**config.mk**
```make
export PLATFORM = sky130hd
export DESIGN_NAME = imem_load_ctrl
export DESIGN_NICKNAME = d
export VERILOG_FILES = /design/src/rtl/imem_load_ctrl_pkg.sv /design/src/rtl/imem_word_packer.sv /design/src/rtl/imem_load_ctrl.sv
export SDC_FILE = /design/constraint.sdc
export NUM_CORES = 1
export LEC_CHECK = 0
export ABC_AREA = 1
export BUFFER_PORTS_ARGS = -buffer_cell sky130_fd_sc_hd__buf_2
export CAP_MARGIN = 20
export CORE_MARGIN = 4
export CORE_UTILIZATION = 49
export DETAILED_ROUTE_END_ITERATION = 8
export GPL_TIMING_DRIVEN = 0
export HOLD_SLACK_MARGIN = 0.12
export PLACE_DENSITY_LB_ADDON = 0.2
export REMOVE_ABC_BUFFERS = 1
export SLEW_MARGIN = 20
export SYNTH_ARGS = -nofsm -noshare
export SYNTH_HDL_FRONTEND = slang
export SYNTH_SLANG_ARGS = --single-unit
```
**constraint.sdc**
```tcl
create_clock -name CLK -period 6.5 [get_ports CLK]
set_input_delay 0.975 -clock CLK [delete_from_list [all_inputs] [get_ports CLK]]
set_output_delay 0.975 -clock CLK [all_outputs]
set_load 0.02 [all_outputs]
```
**src/rtl/imem_load_ctrl_pkg.sv**
```systemverilog
// Shared definitions for the instruction-memory load controller: state encoding,
// memory geometry constants and the word-count clamp.
package imem_load_ctrl_pkg;

  localparam int          IMEM_DEPTH     = 128;
  localparam int          IMEM_AW        = 7;
  localparam logic [31:0] IMEM_MAX_BADDR = 32'h1FC;
  localparam logic [31:0] INSTR_NOP      = 32'h0;

  typedef enum logic [1:0] {
    ST_IDLE  = 2'd0,
    ST_LOAD  = 2'd1,
    ST_WRITE = 2'd2,
    ST_RUN   = 2'd3
  } ctrl_state_e;

  // Requests larger than the memory are trimmed so the word pointer can never wrap.
  function automatic logic [7:0] clamp_words(input logic [7:0] req, input int depth);
    if (int'(req) > depth) return 8'(depth);
    return req;
  endfunction

endpackage

```
**src/rtl/imem_word_packer.sv**
```systemverilog
// Little-endian byte-to-word assembler: byte k of a word lands in bits [8k+7:8k];
// word_ready stays high from the fourth byte until the next clear.
module imem_word_packer (
  input  logic        clk,
  input  logic        rst,
  input  logic        clear,
  input  logic        byte_en,
  input  logic [7:0]  byte_data,
  output logic [31:0] word,
  output logic [1:0]  byte_cnt,
  output logic        word_ready
);

  logic [31:0] word_q;
  logic [1:0]  byte_cnt_q;
  logic        word_ready_q;

  // NOTE: non-blocking assignments make every flop here update from pre-edge values,
  // so the byte slot selected by byte_cnt_q is the one in effect before the count moves.
  always_ff @(posedge clk) begin
    if (rst || clear) begin
      word_q       <= 32'h0;
      byte_cnt_q   <= 2'd0;
      word_ready_q <= 1'b0;
    end else if (byte_en) begin
      word_q[{byte_cnt_q, 3'b000} +: 8] <= byte_data;
      byte_cnt_q                        <= byte_cnt_q + 2'd1;
      word_ready_q                      <= (byte_cnt_q == 2'd3);
    end
  end

  assign word       = word_q;
  assign byte_cnt   = byte_cnt_q;
  assign word_ready = word_ready_q;

endmodule

```
**src/rtl/imem_load_ctrl.sv**
```systemverilog
// Instruction-memory port owner: arbitrates the single memory port between CPU fetch
// and a byte-serial program loader, stalling the CPU while a load is in progress.
module imem_load_ctrl
  import imem_load_ctrl_pkg::*;
#(
  parameter int MEM_DEPTH = IMEM_DEPTH,
  parameter bit BOOT_RUN  = 1'b1
) (
  input  logic               CLK,
  input  logic               Reset,
  input  logic               LoadStart,
  input  logic [7:0]         LoadWords,
  input  logic               ByteValid,
  input  logic [7:0]         ByteData,
  output logic               ByteReady,
  input  logic [31:0]        PC,
  output logic [31:0]        Instr,
  output logic               CPUStall,
  output logic [IMEM_AW-1:0] MemAddr,
  output logic               MemWE,
  output logic [31:0]        MemWD,
  input  logic [31:0]        MemRD,
  output logic               LoadBusy,
  output logic               LoadDone
);

  localparam ctrl_state_e RESET_STATE = BOOT_RUN ? ST_RUN : ST_IDLE;

  ctrl_state_e        state_q, state_d;
  logic [IMEM_AW-1:0] ptr_q;
  logic [7:0]         count_q;
  logic               load_done_q;

  logic [31:0] pk_word;
  logic [1:0]  pk_cnt;
  logic        pk_ready;

  logic       start_ok;
  logic [7:0] start_count;
  logic       byte_accept;
  logic       last_byte;
  logic       last_word;
  logic       pk_clear;

  assign start_ok    = LoadStart && ((state_q == ST_IDLE) || (state_q == ST_RUN));
  assign start_count = clamp_words(LoadWords, MEM_DEPTH);
  assign byte_accept = ByteValid && ByteReady;
  assign last_byte   = byte_accept && (pk_cnt == 2'd3);
  assign last_word   = ({1'b0, ptr_q} == (count_q - 8'd1));
  assign pk_clear    = start_ok || (state_q == ST_WRITE);

  imem_word_packer u_packer (
    .clk        (CLK),
    .rst        (Reset),
    .clear      (pk_clear),
    .byte_en    (byte_accept),
    .byte_data  (ByteData),
    .word       (pk_word),
    .byte_cnt   (pk_cnt),
    .word_ready (pk_ready)
  );

  always_comb begin
    state_d = state_q;
    unique case (state_q)
      ST_IDLE, ST_RUN: begin
        // A zero-word request never enters LOAD; it just reports completion.
        if (start_ok) state_d = (start_count == 8'd0) ? ST_RUN : ST_LOAD;
      end
      ST_LOAD:  if (last_byte) state_d = ST_WRITE;
      ST_WRITE: state_d = last_word ? ST_RUN : ST_LOAD;
      default:  state_d = RESET_STATE;
    endcase
  end

  always_ff @(posedge CLK) begin
    if (Reset) begin
      state_q     <= RESET_STATE;
      ptr_q       <= '0;
      count_q     <= 8'd0;
      load_done_q <= 1'b0;
    end else begin
      state_q     <= state_d;
      load_done_q <= (start_ok && (start_count == 8'd0)) || (last_byte && last_word);
      if (start_ok) begin
        ptr_q   <= '0;
        count_q <= start_count;
      end else if ((state_q == ST_WRITE) && !last_word) begin
        ptr_q <= ptr_q + 1'b1;
      end
    end
  end

  // NOTE: every output of this block is given a default first, so no branch can
  // leave one unassigned and infer a latch.
  always_comb begin
    ByteReady = 1'b0;
    CPUStall  = 1'b1;
    Instr     = INSTR_NOP;
    MemAddr   = '0;
    LoadBusy  = 1'b0;
    unique case (state_q)
      ST_RUN: begin
        CPUStall = 1'b0;
        MemAddr  = PC[IMEM_AW+1:2];
        // Out-of-range or misaligned fetches see a NOP rather than aliased memory.
        if ((PC <= IMEM_MAX_BADDR) && (PC[1:0] == 2'b00)) Instr = MemRD;
      end
      ST_LOAD: begin
        ByteReady = 1'b1;
        MemAddr   = ptr_q;
        LoadBusy  = 1'b1;
      end
      ST_WRITE: begin
        MemAddr  = ptr_q;
        LoadBusy = 1'b1;
      end
      default: ;
    endcase
  end

  // The packer's ready flag is set by the fourth byte and cleared on leaving WRITE,
  // so it is high for exactly the WRITE cycle.
  assign MemWE    = pk_ready;
  assign MemWD    = pk_word;
  assign LoadDone = load_done_q;

endmodule
```
==> flow_metrics.tcl, run 1 <==
set metrics [dict create \
    fin_tns_setup_ps 0 \
    slowest_delay_ps 370 \
    cp-start-kind "input pin" \
    max-vdd-ir-drop_v 0.0002090 \
    syn_area_per_cell_um2 6.548 \
    crit_buf_inv 3 \
    syn_area_um2 3090 \
    status "finished clean" \
    power.leakage_nw 2.095 \
    route.detailed.drc 0 \
    max-cap-violations 0 \
    start_util_pct 51.29 \
    hold_buffers 0 \
    hold_viol_final 0 \
    wl_per_cell_um 12.94 \
    critPathKind "input pin to output pin" \
    clk_path_buf_depth 2 \
    cts_root_buffer "clkbuf_8" \
    worstPathMaxFanout 21 \
    crit_chain "buf_2 > nor4_1 > nand2_1 > nor2_1 > nand4_1 > buf_6 > nor2_1 > buf_2" \
    die_area_um2 7641 \
    min_path_cells 2 \
    final_common_cell "buf_2" \
    min-delay-path-class "flip-flop to flip-flop" \
    crit_cells 8 \
    h-tree-depth 2 \
    numCtsBuffers 5 \
    wirelength_mm 9.018 \
    grt_pass1_vias 3238 \
    grt_pass1_wl_mm 14.17 \
    die_y_um 87.42 \
    dp.cells 688 \
    final_antenna_net_count 0 \
    coreArea_um2 6026 \
    maxSlewHeadroom_pct 65.22 \
    end_kind "output pin" \
    syn_inst 472 \
    critPathLaunch "PC[30]" \
    dpl.hpwl_mm 7.290 \
    ys_seq_area_share_pct 34.33 \
    fin_crit_ps 3522 \
    grt_remaining_overflow 0 \
    viasPerCell 4.961 \
    ioPinCount 160 \
    postLayoutCellArea_um2 3990 \
    synth.ff_latch_count 53 \
    die_x_um 87.42 \
    antenna_cells 0 \
    dr.pass1.iters 5 \
    cts_resized 0 \
    nFillCells 569 \
    fin_cells 697 \
    fin_crit_sh_pct 54.18 \
    grt_max_degree 33 \
    ys.warnings.count 0 \
    vias 3458 \
    r2r_cells 6 \
    grt_usage_pct 22.71 \
    required_ps 5520 \
    rows 28 \
    antenna_found_initial 0 \
    cts_setup_buffers 0 \
    placed_area_um2 3891 \
    fmax_mhz 283.9 \
    finalMaxSlewViolations 0 \
    slowest_stage "nand4_1" \
    most-common-layout-cells "159 x buf_2, 108 x nand2_1, 71 x inv_1" \
    clkTransAtPathRegs_ps 90 \
    setup_violations 0 \
    drt_iter0_markers 153 \
    arrival_ps 2550 \
    final_net_count 718 \
    tritoncts "built" \
    drive_above_1_share_pct 29.90 \
    port_buffers 159 \
    clock_latency_ps 310 \
    cp_top_family "simple AND/OR/NAND/NOR gates" \
    synthDistinctLibCells 33 \
    power_density_nw_per_um2 249.8 \
    worstMarginPinSlew_ps 520.9 \
    hold_start "u_packer.word[19]" \
    area_delta_synth_final_pct 29.11 \
    rsz0062_at_grt "false" \
    globalplace.congestion 0.8314 \
    finClkSkew_ps 4.873 \
    r2r-start "u_packer.byte_cnt[0]" \
    cts_sinks 53 \
]
==> stage by stage <==
| step | total power, mW | utilization (%) | hold WS (ps) | setup WS, ps |
|---|---|---|---|---|
| final | 0.9967 | 66.22 | 459.6 | 2978 |
| after global routing | 1.069 | 66.22 | 479.5 | 2756 |
| after CTS | 1.004 | 66.03 | 464.4 | 2503 |
| after detailed placement | 0.8182 | 64.58 | 445.4 | 2504 |
| after global placement | 0.8068 | 64.58 | 442.7 | 2638 |
| after floorplan | 0.6843 | - | 484.7 | 2883 |
==> layer usage <==
| metal | GRT usage (%) | vias to the layer above | share of wire, % |
|---|---|---|---|
| li1 | - | 1785 | - |
| met1 | 26.46 | 1561 | 39 |
| met2 | 42.26 | 102 | 53 |
| met3 | 4.352 | 10 | 6.9 |
| met4 | 5.439 | 0 | 1.1 |
| met5 | 0 | - | 0 |
==> final cells by class <==
| class | count | area [um2] | area share (%) |
|---|---|---|---|
| clock buffer | 6 | 72.57 | 1.819 |
| timing repair buffer | 160 | 807.0 | 20.23 |
| sequential | 53 | 1061 | 26.59 |
| tap | 75 | 93.84 | 2.352 |
| multi-input combinational | 325 | 1655 | 41.49 |
| clock inverter | 2 | 15.01 | 0.3763 |
| inverter | 76 | 285.3 | 7.150 |
==> cells in the mapped netlist (all sizes together) <==
library cell,count,area share (%)
dfxtp,53,34
nand2,111,14
nand3,33,5.9
nor4,5,1.0
a32o,1,0.32
nor3,6,0.97
a22oi,1,0.24
nand4,5,1.0
xnor2,4,1.1
or2,2,0.40
nor2,63,8.2
a211oi,7,1.7
buf,9,1.7
ha,13,5.3
a31oi,6,1.2
inv,75,9.1
o21ai,11,1.8
xor2,6,1.9
a21oi,46,7.4
clkbuf,9,1.1
or3,4,0.81
clkinv,1,0.12
o32ai,1,0.28
==> final timing paths <==
check | slack, ps | endpoint
max | 2980 | Instr[19]
max reg2reg | 4260 | u_packer.word[19]
min | 460 | u_packer.word[19]
min reg2reg | 460 | u_packer.word[19]
==> power breakdown <==
group	internal, mW	leakage [nW]	switching (mW)
Sequential	0.349	0.429	0.0263
Combinational	0.138	1.63	0.298
Clock	0.0761	0.0374	0.109
Total	0.564	2.09	0.433
==> kinds of logic after synthesis <==
family	after synthesis	share of synthesized area, %
adder cells (fa/ha/maj)	13	5.263
XOR/XNOR	10	3.077
AO/OA/AOI/OAI	73	13.00
buffers and inverters	94	12.10
AND/OR/NAND/NOR	229	32.23
flip-flops	53	34.33
==> sequential cells by signal, summed over array words and instances (netlist names) <==
register / count
u_packer.word: 32
state_q: 2
count_q: 8
u_packer.byte_cnt: 2
ptr_q: 7
LoadDone: 1
u_packer.word_ready: 1
==> tightest hold or removal path, cell delays in order (launching register included) <==
cell	delay (ps)
dfxtp_1	320
inv_1	50
a211oi_1	50
Note: power is estimated with default switching activity, not from simulation.
==> run 2: changes to the inputs <==
--- a/config.mk
+++ b/config.mk
@@ -5,11 +5,11 @@
 export SDC_FILE = /design/constraint.sdc
 export NUM_CORES = 1
 export LEC_CHECK = 0
-export ABC_AREA = 1
+export ABC_AREA = 0
 export BUFFER_PORTS_ARGS = -buffer_cell sky130_fd_sc_hd__buf_2
 export CAP_MARGIN = 20
 export CORE_MARGIN = 4
-export CORE_UTILIZATION = 49
+export CORE_UTILIZATION = 44
 export DETAILED_ROUTE_END_ITERATION = 8
 export GPL_TIMING_DRIVEN = 0
 export HOLD_SLACK_MARGIN = 0.12
==> constraint.sdc (replaced) <==
create_clock -name CLK -period 3.6 [get_ports CLK]
set_input_delay 0.54 -clock CLK [delete_from_list [all_inputs] [get_ports CLK]]
set_output_delay 0.54 -clock CLK [all_outputs]
set_load 0.02 [all_outputs]
==> run 2 against run 1 <==
Against the previous run: cell area is 6.5% lower; sequential share of layout area is 1.8 points higher; critical path type is now flip-flop to output pin; clock skew is 6.3 ps higher; count of clock-buffer cells in the layout stayed put.
==> flow_metrics.tcl, run 2 <==
set metrics [dict create \
    yosys-top-cells-area "dfxtp_1 38%, a22oi_1 10%, and2_1 7.6%" \
    fin_tns_setup_ps 0 \
    rsz0062_at_grt "false" \
    finalCoreUtilization_pct 61.94 \
    drt_iter0_markers 156 \
    grt_pass1_vias 2704 \
    grtUsageMet2_pct 35.34 \
    coreArea_um2 6026 \
    min-delay-path-class "flip-flop to flip-flop" \
    die_x_um 87.62 \
    fin_crit_sh_pct 87.54 \
    wl_per_cell_um 14.99 \
    final_antenna_net_count 0 \
    rows 28 \
    max-cap-violations 0 \
    arrival_ps 2610 \
    cts_resized 0 \
    power_density_nw_per_um2 481.0 \
    wirelength_mm 8.337 \
    finalMaxSlewViolations 0 \
    die_y_um 87.62 \
    grt_pass1_wl_mm 12.81 \
    grtUsageMet3_pct 5.550 \
    swShare_pct 39.49 \
    clk_path_buf_depth 2 \
    max-vdd-ir-drop_v 0.0002931 \
    grt-busiest-layer "met2" \
    placed_area_um2 3621 \
    syn_inst 330 \
    grt_remaining_overflow 0 \
    critPathKind "flip-flop to output pin" \
    h-tree-depth 2 \
    setup_violations 0 \
    ioPinCount 160 \
    viasPerCell 5.408 \
    power.leakage_nw 1.767 \
    synth.most_common_cell "dfxtp_1" \
    fin_cells 556 \
    numCtsBuffers 5 \
    dpl.hpwl_mm 6.632 \
    fin_ws_ps 448.5 \
    ys_seq_area_share_pct 38.04 \
    drive_above_1_share_pct 37.01 \
    area_delta_synth_final_pct 33.83 \
    p_int_mw 1.086 \
    start_util_pct 46.28 \
    worstMarginPinSlew_ps 851.6 \
    nFillCells 545 \
    yosys-top-cells-count "53 x dfxtp_1, 49 x nor2_1, 39 x a22oi_1, 34 x and2_1, 21 x nand2_1" \
    multiInputGateArea_um2 1637 \
    port_buffers 159 \
    synthArstFlopShare_pct 0 \
    syn_area_um2 2789 \
    place_ws_ps 757.2 \
    most-common-layout-cells "159 x buf_2, 53 x dfxtp_1, 48 x nor2_1" \
    fmax_mhz 317.3 \
    ys.warnings.count 0 \
    hold_buffers 0 \
    p_seq_share_pct 37.4 \
    cp-start-kind "flip-flop" \
    fin_crit_ps 3151 \
    final_common_cell "buf_2" \
    pwr-share-comb_pct 39.8 \
    clockPowerShare_pct 22.8 \
    antenna_found_initial 0 \
    synth_top_area_share_pct 38.04 \
    cts_sinks 53 \
    clkTransAtPathRegs_ps 100 \
    use_met1_pct 25.94 \
    synth.ff_latch_count 53 \
    fin_hold_ws_ps 491.6 \
    antenna_cells 0 \
    tritoncts "built" \
    syn_area_per_cell_um2 8.451 \
    synth_ff_type "dfxtp_1" \
    synth_edf_count 0 \
    p_total_mw 1.795 \
    dp.cells 548 \
    end_kind "output pin" \
    status "finished clean" \
    finClkSkew_ps 11.15 \
    p_sw_uw 708.9 \
    final_net_count 577 \
    dr.pass1.iters 5 \
    hold_viol_final 0 \
    cts_root_buffer "clkbuf_8" \
    synthDistinctLibCells 42 \
    worstPathMaxFanout 32 \
    clock_latency_ps 310 \
    cts_setup_buffers 0 \
    route.detailed.drc 0 \
    maxSlewHeadroom_pct 42.76 \
    yosys.area.top_type "dfxtp_1" \
    grt_max_degree 36 \
    register_area_um2 1061 \
    largest_reg_flops 32 \
    grt_usage_pct 21.01 \
    required_ps 3060 \
    postLayoutCellArea_um2 3732 \
    globalplace.congestion 0.9020 \
    vias 3007 \
    die_area_um2 7676 \
]
-- run 2: changes by cell type after synthesis, sizes merged, moves of 7 or more --
cell	before	now
nor2	63	49
and2	0	34
a21oi	46	17
nand3b	0	8
inv	75	9
a211oi	7	0
a22oi	1	39
nand3	33	2
nand2	111	21
-- run 2: final cells by class --
type,instances,area share [%]
flip-flops and latches,53,28.43
inverters,9,0.9051
multi-input cells,252,43.85
clock buffers,6,1.944
well taps,75,2.514
clock inverters,2,1.039
repair buffers,159,21.32
-- run 2: worst paths after layout --
| check | cells after the start | from | to | slack, ps |
|---|---|---|---|---|
| worst max-delay path | 7 | state_q[0] | Instr[19] | 450 |
| worst min-delay path | 2 | count_q[6] | count_q[6] | 490 |
| worst max register to register | 6 | state_q[0] | u_packer.word[18] | 1070 |
| worst min register to register | 2 | count_q[6] | count_q[6] | 490 |
-- run 2: critical path: stages (launching register included) --
cell,delay (ps)
dfxtp_1,430
ha_1,330
inv_1,90
nor4_1,280
nand4_1,150
nor2_2,620
and2_1,220
buf_2,160
-- run 2: metal layers --
layer  vias to the layer above  share of wire, %
li1                       1472                 -
met1                      1388                38
met5                         -                 0
met2                       129                48
met4                         0               2.1
met3                        18                11
-- run 2: cells by family after synthesis --
family / Yosys count / synth area share [%]
AND/OR/NAND/NOR: 151 / 29.30
AO/OA/AOI/OAI: 78 / 19.83
flip-flops: 53 / 38.04
buffers and inverters: 25 / 3.768
adder cells (fa/ha/maj): 13 / 5.832
XOR/XNOR: 8 / 2.512
multiplexers: 2 / 0.7178
-- run 2: power by group through the flow --
stage / logic, mW / registers (mW) / clock network (mW)
CTS: 0.723 / 0.672 / 0.416
global route: 0.795 / 0.681 / 0.441
finish: 0.714 / 0.671 / 0.410
global placement: 0.697 / 0.683 / 0
floorplan: 0.484 / 0.685 / 0
detailed placement: 0.718 / 0.685 / 0
